==> src/rtl/tone_scheduler.sv <==
// Tone scheduler: mixes background music and sound effects onto one tone generator.
// Optional TONE_SCHED_SFX_QUEUE_EN adds a one-deep pending effect slot.
module tone_scheduler #(
  parameter int unsigned SFX_STEP_CYCLES = 6250000
) (
  input  logic        clk,
  input  logic        reset,
  input  logic        bgm_enable,
  input  logic [4:0]  bgm_note,
  input  logic        sfx_req,
  input  logic [1:0]  sfx_id,
  output logic        sfx_ack,
  output logic        sfx_busy,
  output logic [13:0] tone_origin,
  output logic        tone_mute,
  output logic        tone_load
);

`ifdef TONE_SCHED_SFX_QUEUE_EN
  localparam bit QUEUE_EN = 1'b1;
`else
  localparam bit QUEUE_EN = 1'b0;
`endif

  localparam logic [22:0] STEP_RELOAD = 23'(SFX_STEP_CYCLES - 1);

  typedef enum logic [1:0] {
    IDLE,
    BGM,
    SFX
  } state_e;

  // Half-period reload per note; zero marks a rest (muted).
  function automatic logic [13:0] note_origin(input logic [4:0] n);
    logic [13:0] o;
    case (n)
      5'd1:    o = 14'd4916;
      5'd2:    o = 14'd6168;
      5'd3:    o = 14'd7281;
      5'd4:    o = 14'd8037;
      5'd5:    o = 14'd8730;
      5'd6:    o = 14'd9565;
      5'd7:    o = 14'd10129;
      5'd8:    o = 14'd10647;
      5'd9:    o = 14'd11273;
      5'd10:   o = 14'd11831;
      5'd11:   o = 14'd12209;
      5'd12:   o = 14'd12556;
      5'd13:   o = 14'd12908;
      5'd14:   o = 14'd13227;
      5'd15:   o = 14'd13516;
      5'd16:   o = 14'd13829;
      5'd17:   o = 14'd14108;
      5'd18:   o = 14'd14356;
      5'd19:   o = 14'd14577;
      5'd20:   o = 14'd14774;
      5'd21:   o = 14'd14950;
      default: o = 14'd0;
    endcase
    return o;
  endfunction

  // Four-step note sequence of each effect.
  function automatic logic [4:0] fx_note(input logic [1:0] id,
                                         input logic [1:0] step);
    logic [4:0] n;
    case ({id, step})
      4'h0: n = 5'd15;
      4'h1: n = 5'd17;
      4'h2: n = 5'd17;
      4'h3: n = 5'd0;
      4'h4: n = 5'd3;
      4'h5: n = 5'd1;
      4'h6: n = 5'd1;
      4'h7: n = 5'd0;
      4'h8: n = 5'd8;
      4'h9: n = 5'd10;
      4'hA: n = 5'd12;
      4'hB: n = 5'd15;
      4'hC: n = 5'd12;
      4'hD: n = 5'd8;
      4'hE: n = 5'd5;
      default: n = 5'd1;
    endcase
    return n;
  endfunction

  state_e      state_q;
  logic [13:0] origin_q;
  logic        mute_q;
  logic        load_q;
  logic        ack_q;
  logic        busy_q;
  logic [4:0]  note_q;
  logic [22:0] cnt_q;
  logic [1:0]  step_q;
  logic [1:0]  id_q;
  logic        pend_q;
  logic [1:0]  pend_id_q;

  logic        take;
  logic        fx_last;
  logic [13:0] bgm_org;
  logic [13:0] req_org;
  logic [13:0] pend_org;
  logic [13:0] step_org;

  // The cycle right after an ack still sees the acked request; skip it.
  assign take     = sfx_req && !ack_q;
  assign fx_last  = (cnt_q == '0) && (step_q == 2'd3);
  assign bgm_org  = note_origin(bgm_note);
  assign req_org  = note_origin(fx_note(sfx_id, 2'd0));
  assign pend_org = note_origin(fx_note(pend_id_q, 2'd0));
  assign step_org = note_origin(fx_note(id_q, step_q + 2'd1));

  // Mode FSM with registered tone outputs and handshake.
  always_ff @(posedge clk) begin
    if (reset) begin
      state_q   <= IDLE;
      origin_q  <= '0;
      mute_q    <= 1'b1;
      load_q    <= 1'b0;
      ack_q     <= 1'b0;
      busy_q    <= 1'b0;
      note_q    <= '0;
      cnt_q     <= '0;
      step_q    <= '0;
      id_q      <= '0;
      pend_q    <= 1'b0;
      pend_id_q <= '0;
    end else begin
      load_q <= 1'b0;
      ack_q  <= 1'b0;
      unique case (state_q)
        SFX: begin
          if (fx_last) begin
            if (QUEUE_EN && pend_q) begin
              pend_q   <= 1'b0;
              id_q     <= pend_id_q;
              step_q   <= '0;
              cnt_q    <= STEP_RELOAD;
              origin_q <= pend_org;
              mute_q   <= (pend_org == '0);
              load_q   <= 1'b1;
            end else if (QUEUE_EN && take) begin
              ack_q    <= 1'b1;
              id_q     <= sfx_id;
              step_q   <= '0;
              cnt_q    <= STEP_RELOAD;
              origin_q <= req_org;
              mute_q   <= (req_org == '0);
              load_q   <= 1'b1;
            end else begin
              busy_q <= 1'b0;
              load_q <= 1'b1;
              if (bgm_enable) begin
                state_q  <= BGM;
                note_q   <= bgm_note;
                origin_q <= bgm_org;
                mute_q   <= (bgm_org == '0);
              end else begin
                state_q  <= IDLE;
                origin_q <= '0;
                mute_q   <= 1'b1;
              end
            end
          end else begin
            if (cnt_q == '0) begin
              step_q   <= step_q + 2'd1;
              cnt_q    <= STEP_RELOAD;
              origin_q <= step_org;
              mute_q   <= (step_org == '0);
              load_q   <= 1'b1;
            end else begin
              cnt_q <= cnt_q - 23'd1;
            end
            if (QUEUE_EN && take && !pend_q) begin
              pend_q    <= 1'b1;
              pend_id_q <= sfx_id;
              ack_q     <= 1'b1;
            end
          end
        end
        BGM: begin
          if (take) begin
            state_q  <= SFX;
            busy_q   <= 1'b1;
            ack_q    <= 1'b1;
            id_q     <= sfx_id;
            step_q   <= '0;
            cnt_q    <= STEP_RELOAD;
            origin_q <= req_org;
            mute_q   <= (req_org == '0);
            load_q   <= 1'b1;
          end else if (!bgm_enable) begin
            state_q  <= IDLE;
            origin_q <= '0;
            mute_q   <= 1'b1;
            load_q   <= 1'b1;
          end else if (bgm_note != note_q) begin
            note_q   <= bgm_note;
            origin_q <= bgm_org;
            mute_q   <= (bgm_org == '0);
            load_q   <= 1'b1;
          end
        end
        default: begin
          if (take) begin
            state_q  <= SFX;
            busy_q   <= 1'b1;
            ack_q    <= 1'b1;
            id_q     <= sfx_id;
            step_q   <= '0;
            cnt_q    <= STEP_RELOAD;
            origin_q <= req_org;
            mute_q   <= (req_org == '0);
            load_q   <= 1'b1;
          end else if (bgm_enable) begin
            state_q  <= BGM;
            note_q   <= bgm_note;
            origin_q <= bgm_org;
            mute_q   <= (bgm_org == '0);
            load_q   <= 1'b1;
          end
        end
      endcase
    end
  end

  assign sfx_ack     = ack_q;
  assign sfx_busy    = busy_q;
  assign tone_origin = origin_q;
  assign tone_mute   = mute_q;
  assign tone_load   = load_q;

endmodule
==> config.mk <==
export PLATFORM = sky130hd
export DESIGN_NAME = tone_scheduler
export DESIGN_NICKNAME = d
export VERILOG_FILES = /design/src/rtl/tone_scheduler.sv
export SDC_FILE = /design/constraint.sdc
export NUM_CORES = 1
export LEC_CHECK = 0
export BUFFER_PORTS_ARGS = -buffer_cell sky130_fd_sc_hd__buf_2
export CAP_MARGIN = 10
export CORE_ASPECT_RATIO = 0.6
export CORE_MARGIN = 2
export CORE_UTILIZATION = 63
export DETAILED_ROUTE_END_ITERATION = 8
export PLACE_DENSITY_LB_ADDON = 0.15
export RECOVER_POWER = 25
export SYNTH_ARGS = -nofsm -noshare
export SYNTH_HDL_FRONTEND = slang
export SYNTH_SLANG_ARGS = --single-unit
==> constraint.sdc <==
create_clock -name clk -period 4 [get_ports clk]
set_input_delay 0.8 -clock clk [delete_from_list [all_inputs] [get_ports clk]]
set_output_delay 0.8 -clock clk [all_outputs]
set_load 0.01 [all_outputs]
=== Word-level counts from Yosys, hierarchy flattened ===
Memories as Yosys holds them, arrays and structs flattened.
Index checks and enable logic that the tools add are counted.

* Bitwise logic cells: 1
* Reduce and logical (&&, ||, !) cells: 18
* Multiplexer cells: 53
* Eq/ne operators: 17
* Add/sub/neg operators: 2

{| class="wikitable"
|+ Operator list
! kind !! number
|-
| $mux W14 || 8
|-
| $mux W23 || 4
|-
| $logic_not A14 Y1 || 3
|-
| $mux W5 || 6
|-
| $pmux W14 S2 || 1
|-
| $logic_not A23 Y1 || 1
|-
| $sub A23 B1 Y23 const B || 1
|-
| $mux W1 || 20
|-
| $pmux W5 S4 || 1
|-
| $mux W2 || 9
|-
| $ne A2 B2 Y1 const B || 6
|-
| $pmux W5 S2 || 1
|-
| $reduce_and A3 Y1 || 3
|-
| $eq A2 B2 Y1 const B || 4
|-
| $ne A3 B3 Y1 const B || 2
|-
| $reduce_and A2 Y1 || 3
|-
| $ne A5 B5 Y1 || 1
|-
| $reduce_and A5 Y1 || 1
|-
| $eq A2 B1 Y1 const B || 2
|-
| $ne A4 B4 Y1 const B || 1
|-
| $pmux W1 S2 || 2
|-
| $pmux W2 S2 || 1
|-
| $reduce_bool A4 Y1 || 1
|-
| $add A2 B1 Y2 const B || 1
|-
| 7 further kinds || 8
|}

* Memories: 4
* Bits in read-only memories: 1424
* Input bits: 11
* Register bits: 52

{| class="wikitable"
|+ Memories
! memory !! words !! bits a word !! read ports !! clocked after memory_dff !! write ports !! line !! source
|-
| (name not given) || 32 || 14 || 1 || 0 || 0 || 36 || <nowiki>case (n)</nowiki>
|-
| (name not given) || 32 || 14 || 1 || 0 || 0 || 36 ||
|-
| (name not given) || 32 || 14 || 1 || 0 || 0 || 36 ||
|-
| (name not given) || 16 || 5 || 1 || 0 || 0 || 67 || <nowiki>case ({id, step})</nowiki>
|}

=== Logic depth before layout (Yosys ltp) ===
An unclocked memory read counts as a cell.

* Depth after elaboration: 7
* Mapped depth: 16
* Mapped depth without buffers: 14

=== Worst setup path after synthesis ===
Ideal clock, no wire load.

* Path type: register to register
* Start point: register step_q[0]
* End point: register mute_q, in the netlist tone_mute
* Arrival: 3.230 ns
* Path buffers: 3
* Setup time: 0.129 ns
* Cell stages (with the launch flop): 16
* Clock period less this slack: 3.359 ns
* Setup slack: 0.641 ns
* Cell sequence: dfxtp_1 buf_2 clkinv_1 ha_1 clkbuf_1 nand2b_1 a31o_2 ha_1 buf_1 nor2_1 a2bb2oi_1 a32oi_1 o32ai_1 nor4b_1 a31oi_1 o211ai_1

* Longest elaborated chain between the ends: 7
* Elaborated cells on any way between the ends: 11

{| class="wikitable"
|+ RTL lines
! what !! line !! source
|-
| start: declaration || 96 || <nowiki>logic [1:0] step_q;</nowiki>
|-
| start signal: assignment || 169 || <nowiki>step_q <= step_q + 2'd1;</nowiki>
|-
| $add A2 B1 Y2 || 114 || <nowiki>assign step_org = note_origin(fx_note(id_q, step_q + 2'd1));</nowiki>
|-
| $mem_v2 Z16 W5 || - ||
|-
| $mem_v2 Z32 W14 || - ||
|-
| $logic_not A14 Y1 || 172 || <nowiki>mute_q <= (step_org == '0);</nowiki>
|-
| $mux W1 || 168 || <nowiki>if (cnt_q == '0) begin</nowiki>
|-
| $mux W1 || 136 || <nowiki>if (fx_last) begin</nowiki>
|-
| $pmux W1 S2 || 134 || <nowiki>unique case (state_q)</nowiki>
|-
| end signal: assignment || 143 || <nowiki>mute_q <= (pend_org == '0);</nowiki>
|-
| end signal: assignment || 151 || <nowiki>mute_q <= (req_org == '0);</nowiki>
|-
| end signal: assignment || 172 ||
|-
| end: declaration || 90 || <nowiki>logic mute_q;</nowiki>
|}

Parallel ways exist; a longest one is shown, timed or not. The select of a mux whose other input is x is not followed.
A chain may end at the register's enable or synchronous reset.

=== Worst setup path after layout ===
* Start point: register step_q[0]
* End point: register origin_q[9], in the netlist tone_origin[9]

* Longest elaborated chain between the ends: 6
* Elaborated cells on any way between the ends: 10

{| class="wikitable"
|+ RTL lines
! what !! line !! source
|-
| $add A2 B1 Y2 || 114 ||
|-
| $mem_v2 Z16 W5 || - ||
|-
| $mem_v2 Z32 W14 || - ||
|-
| $mux W14 || 168 ||
|-
| $mux W14 || 136 ||
|-
| $pmux W14 S2 || 134 ||
|-
| end signal: assignment || 142 || <nowiki>origin_q <= pend_org;</nowiki>
|-
| end signal: assignment || 150 || <nowiki>origin_q <= req_org;</nowiki>
|-
| end signal: assignment || 171 || <nowiki>origin_q <= step_org;</nowiki>
|-
| end: declaration || 89 || <nowiki>logic [13:0] origin_q;</nowiki>
|}

Parallel ways exist; a longest one is shown, timed or not. The select of a mux whose other input is x is not followed.

==> out/qor.yml <==
outcome:
  status: "completed"
clocking:
  cts-root-buf: "clkbuf_16"
  clk-insertion-delay-late_ns: 0.30
  cts_made_buffers: 5
  cts_tree: "built"
  max-clock-path-buffers: 2
  path_clk_slew_ns: 0.07
  htree_num_levels: 2
  cts_setup_buffers: 0
  postCtsHoldBufs: 0
  cts_resized: 0
  clock_sinks: 52
synthesis:
  syn-num-nets: 688
  synthTopCellsByArea: "dfxtp_1 (21%), ha_1 (7.9%), nor2_1 (6.4%)"
  yosysTopAreaCellShare_pct: 21.3
  synthArstFlopShare_pct: 0
  yosys.area.top_type: "dfxtp_1"
  syn_area_mm2: 0.00489
  synth_cells: 646
  synth.distinct_cells: 85
  ys_ff_latch: 52
  ys.warnings.count: 0
  synth_ff_type: "dfxtp_1"
  syn_avg_cell_area_um2: 7.57
  ys_seq_area_share_pct: 21.3
  synth_edf_count: 0
route:
  drc: 0
  wl_um: 14700
  route.vias.total: 5139
  drt_pass1_iterations: 5
  avgViaCountPerCell: 6.82
  wl_per_cell_um: 19.5
  drtAntennaViolNets: 0
  drt_iter0_drc: 815
timing:
  fmax_ghz: 0.279
  slew_headroom_pct: 45.3
  tns_ns: 0
  slew_viol_final: 0
  fin_crit_sh_pct: 89.7
  grt_setup_unrepaired: "no"
  setup_violations: 0
  finalWorstSetupSlack_ns: 0.413
  finalHoldViolations: 0
  worstMarginPinSlew_ns: 0.815
  clock_skew_ns: 0.00686
  period_minus_slack_ns: 3.59
worst_setup_path:
  cp.arrival_ns: 3.76
  crit_type: "flop to flop"
  critical_path_buf_inv_count: 2
  worst_path_largest_cell_delay_ns: 0.53
  slowest_stage: "o22ai_1"
  required_ns: 4.17
  cp_cell_sequence: "ha_1 > inv_1 > o22ai_1 > inv_1 > ha_1 > o21ai_0 > a311oi_1 > and2_1 > a2111oi_0 > nor3_1"
  cp-end-kind: "flop"
  worst-path-max-fanout: 6
  start_kind: "flop"
  worst_path_dominant_cell_family: "compound AO/OA/AOI/OAI gates"
finish:
  insertedDiodeCount: 0
  fillerInstances: 636
  drive_above_1_share_pct: 10.0
  syn_to_final_growth_pct: 4.91
  fin_nets: 691
place:
  place_hpwl_um: 11000
  place_congestion: 1.08
  io_buffers: 28
  place_ws_ns: 0.589
power:
  power.density_mw_per_mm2: 420
  vdd_drop_max_mv: 0.337
  p_leak_nw: 2.00
grt:
  grt_max_degree: 37
  antenna_found_initial: 0
  grt_pass1_vias: 4382
  overflow: 0
  grt_use_total_pct: 34.4
  grt_pass1_wl_um: 23400
die:
  core_mm2: 0.00739
  dieWidth_um: 118
  rows: 24
  start_util_pct: 66.2
  io_pins: 29
  die_y_um: 72.3
  die-area_mm2: 0.00851
worst_hold_path:
  hold_class: "flop to flop"
job:
  cap_violations: 0
## layout make-up
class / instances / area, um^2 / area share (%)
Timing Repair Buffer: 42 / 225 / 4.39
Inverter: 27 / 101 / 1.97
Tap cell: 104 / 130 / 2.54
Clock inverter: 2 / 12.5 / 0.244
Multi-Input combinational cell: 521 / 3500 / 68.1
Sequential cell: 52 / 1040 / 20.3
Clock buffer: 5 / 125 / 2.44
## flip-flops by register name (all words and copies together), names as in the netlist
signal / cells
sfx_ack: 1
tone_load: 1
tone_origin: 14
tone_mute: 1
step_q: 2
id_q: 2
state_q: 2
note_q: 5
sfx_busy: 1
cnt_q: 23
## path summary, 6_finish.rpt
check	to	slack (ns)	cells past startpoint	from
setup / recovery	tone_origin[9]$_SDFFE_PP0P_	0.41	10	step_q[0]$_SDFFE_PP0P_
hold / removal	tone_origin[3]$_SDFFE_PP0P_	0.50	2	tone_origin[3]$_SDFFE_PP0P_
setup reg to reg	tone_origin[9]$_SDFFE_PP0P_	0.41	10	step_q[0]$_SDFFE_PP0P_
hold reg to reg	tone_origin[3]$_SDFFE_PP0P_	0.50	2	tone_origin[3]$_SDFFE_PP0P_
## per-stage QoR
stage / hold WS [ns] / cell area, um^2 / cells / util [%] / total power [W]
floorplan: 0.480 / 4890 / 646 / - / 0.00144
global placement: 0.458 / 5010 / 746 / 67.9 / 0.00168
detailed placement: 0.487 / 5010 / 746 / 67.9 / 0.00170
CTS: 0.496 / 5150 / 753 / 69.7 / 0.00213
global route: 0.523 / 5130 / 753 / 69.5 / 0.00226
finish: 0.500 / 5130 / 753 / 69.5 / 0.00216
## cell families (layout without fill, tap and decap cells)
family	Yosys count	in the layout	share of synthesized area, %
AND/OR/NAND/NOR	251	251	27.7
XOR/XNOR	27	27	4.83
buffers and inverters	73	76	7.24
flip-flops	52	52	21.3
adder cells (fa/ha/maj)	31	31	7.93
multiplexers	19	19	3.96
AO/OA/AOI/OAI	193	193	27.0
## report_power, final
| group | internal [W] | switching, W |
|---|---|---|
| sequential | 0.000614 | 0.0000829 |
| clock | 0.000228 | 0.000197 |
| combinational | 0.000379 | 0.000656 |
| total | 0.00122 | 0.000936 |
## Yosys cell counts (5+ instances only)
cell,n
nand2_1,42
o21ai_0,38
nand2b_1,20
a211oi_1,7
xor2_1,9
dfxtp_1,52
clkbuf_8,5
or3_1,5
o22ai_1,7
buf_2,9
ha_1,31
nand4_1,6
buf_1,6
and2_1,5
o211ai_1,6
a32oi_1,5
xnor2_1,18
a311oi_1,6
nor4_1,7
mux2i_1,16
a31oi_1,8
a2bb2oi_1,5
nor2b_1,15
nor3_1,26
o21a_1,5
clkbuf_1,23
nor2_1,83
inv_1,23
a21oi_1,53
nand3_1,11
## placed cells by master, fill, tap and decap left out, types with 7 or more instances in the layout
cell and instances:
nor2_1 83, a21oi_1 53, dfxtp_1 52, nand2_1 42, o21ai_0 38, ha_1 31, nor3_1 26, inv_1 23
nand2b_1 20, xnor2_1 18, mux2i_1 16, clkbuf_1 16, nor2b_1 15, buf_4 14, buf_2 12, nand3_1 11
xor2_1 9, a31oi_1 8, a211oi_1 7, nor4_1 7, o22ai_1 7
## worst register-to-register path, stage by stage, from the launching register on
cell and delay, ns:
dfxtp_1 0.42, ha_1 0.32, inv_1 0.16, o22ai_1 0.53
inv_1 0.27, ha_1 0.45, o21ai_0 0.33, a311oi_1 0.21
and2_1 0.23, a2111oi_0 0.45, nor3_1 0.09
## per-layer routing
layer  share of wire [%]  global-route usage (%)
met1                  44                    49.9
met2                  40                    50.1
met3                  14                    11.2
met4                 1.5                    6.69
met5                   0                       0
Note: power is estimated with default switching activity, not from simulation.
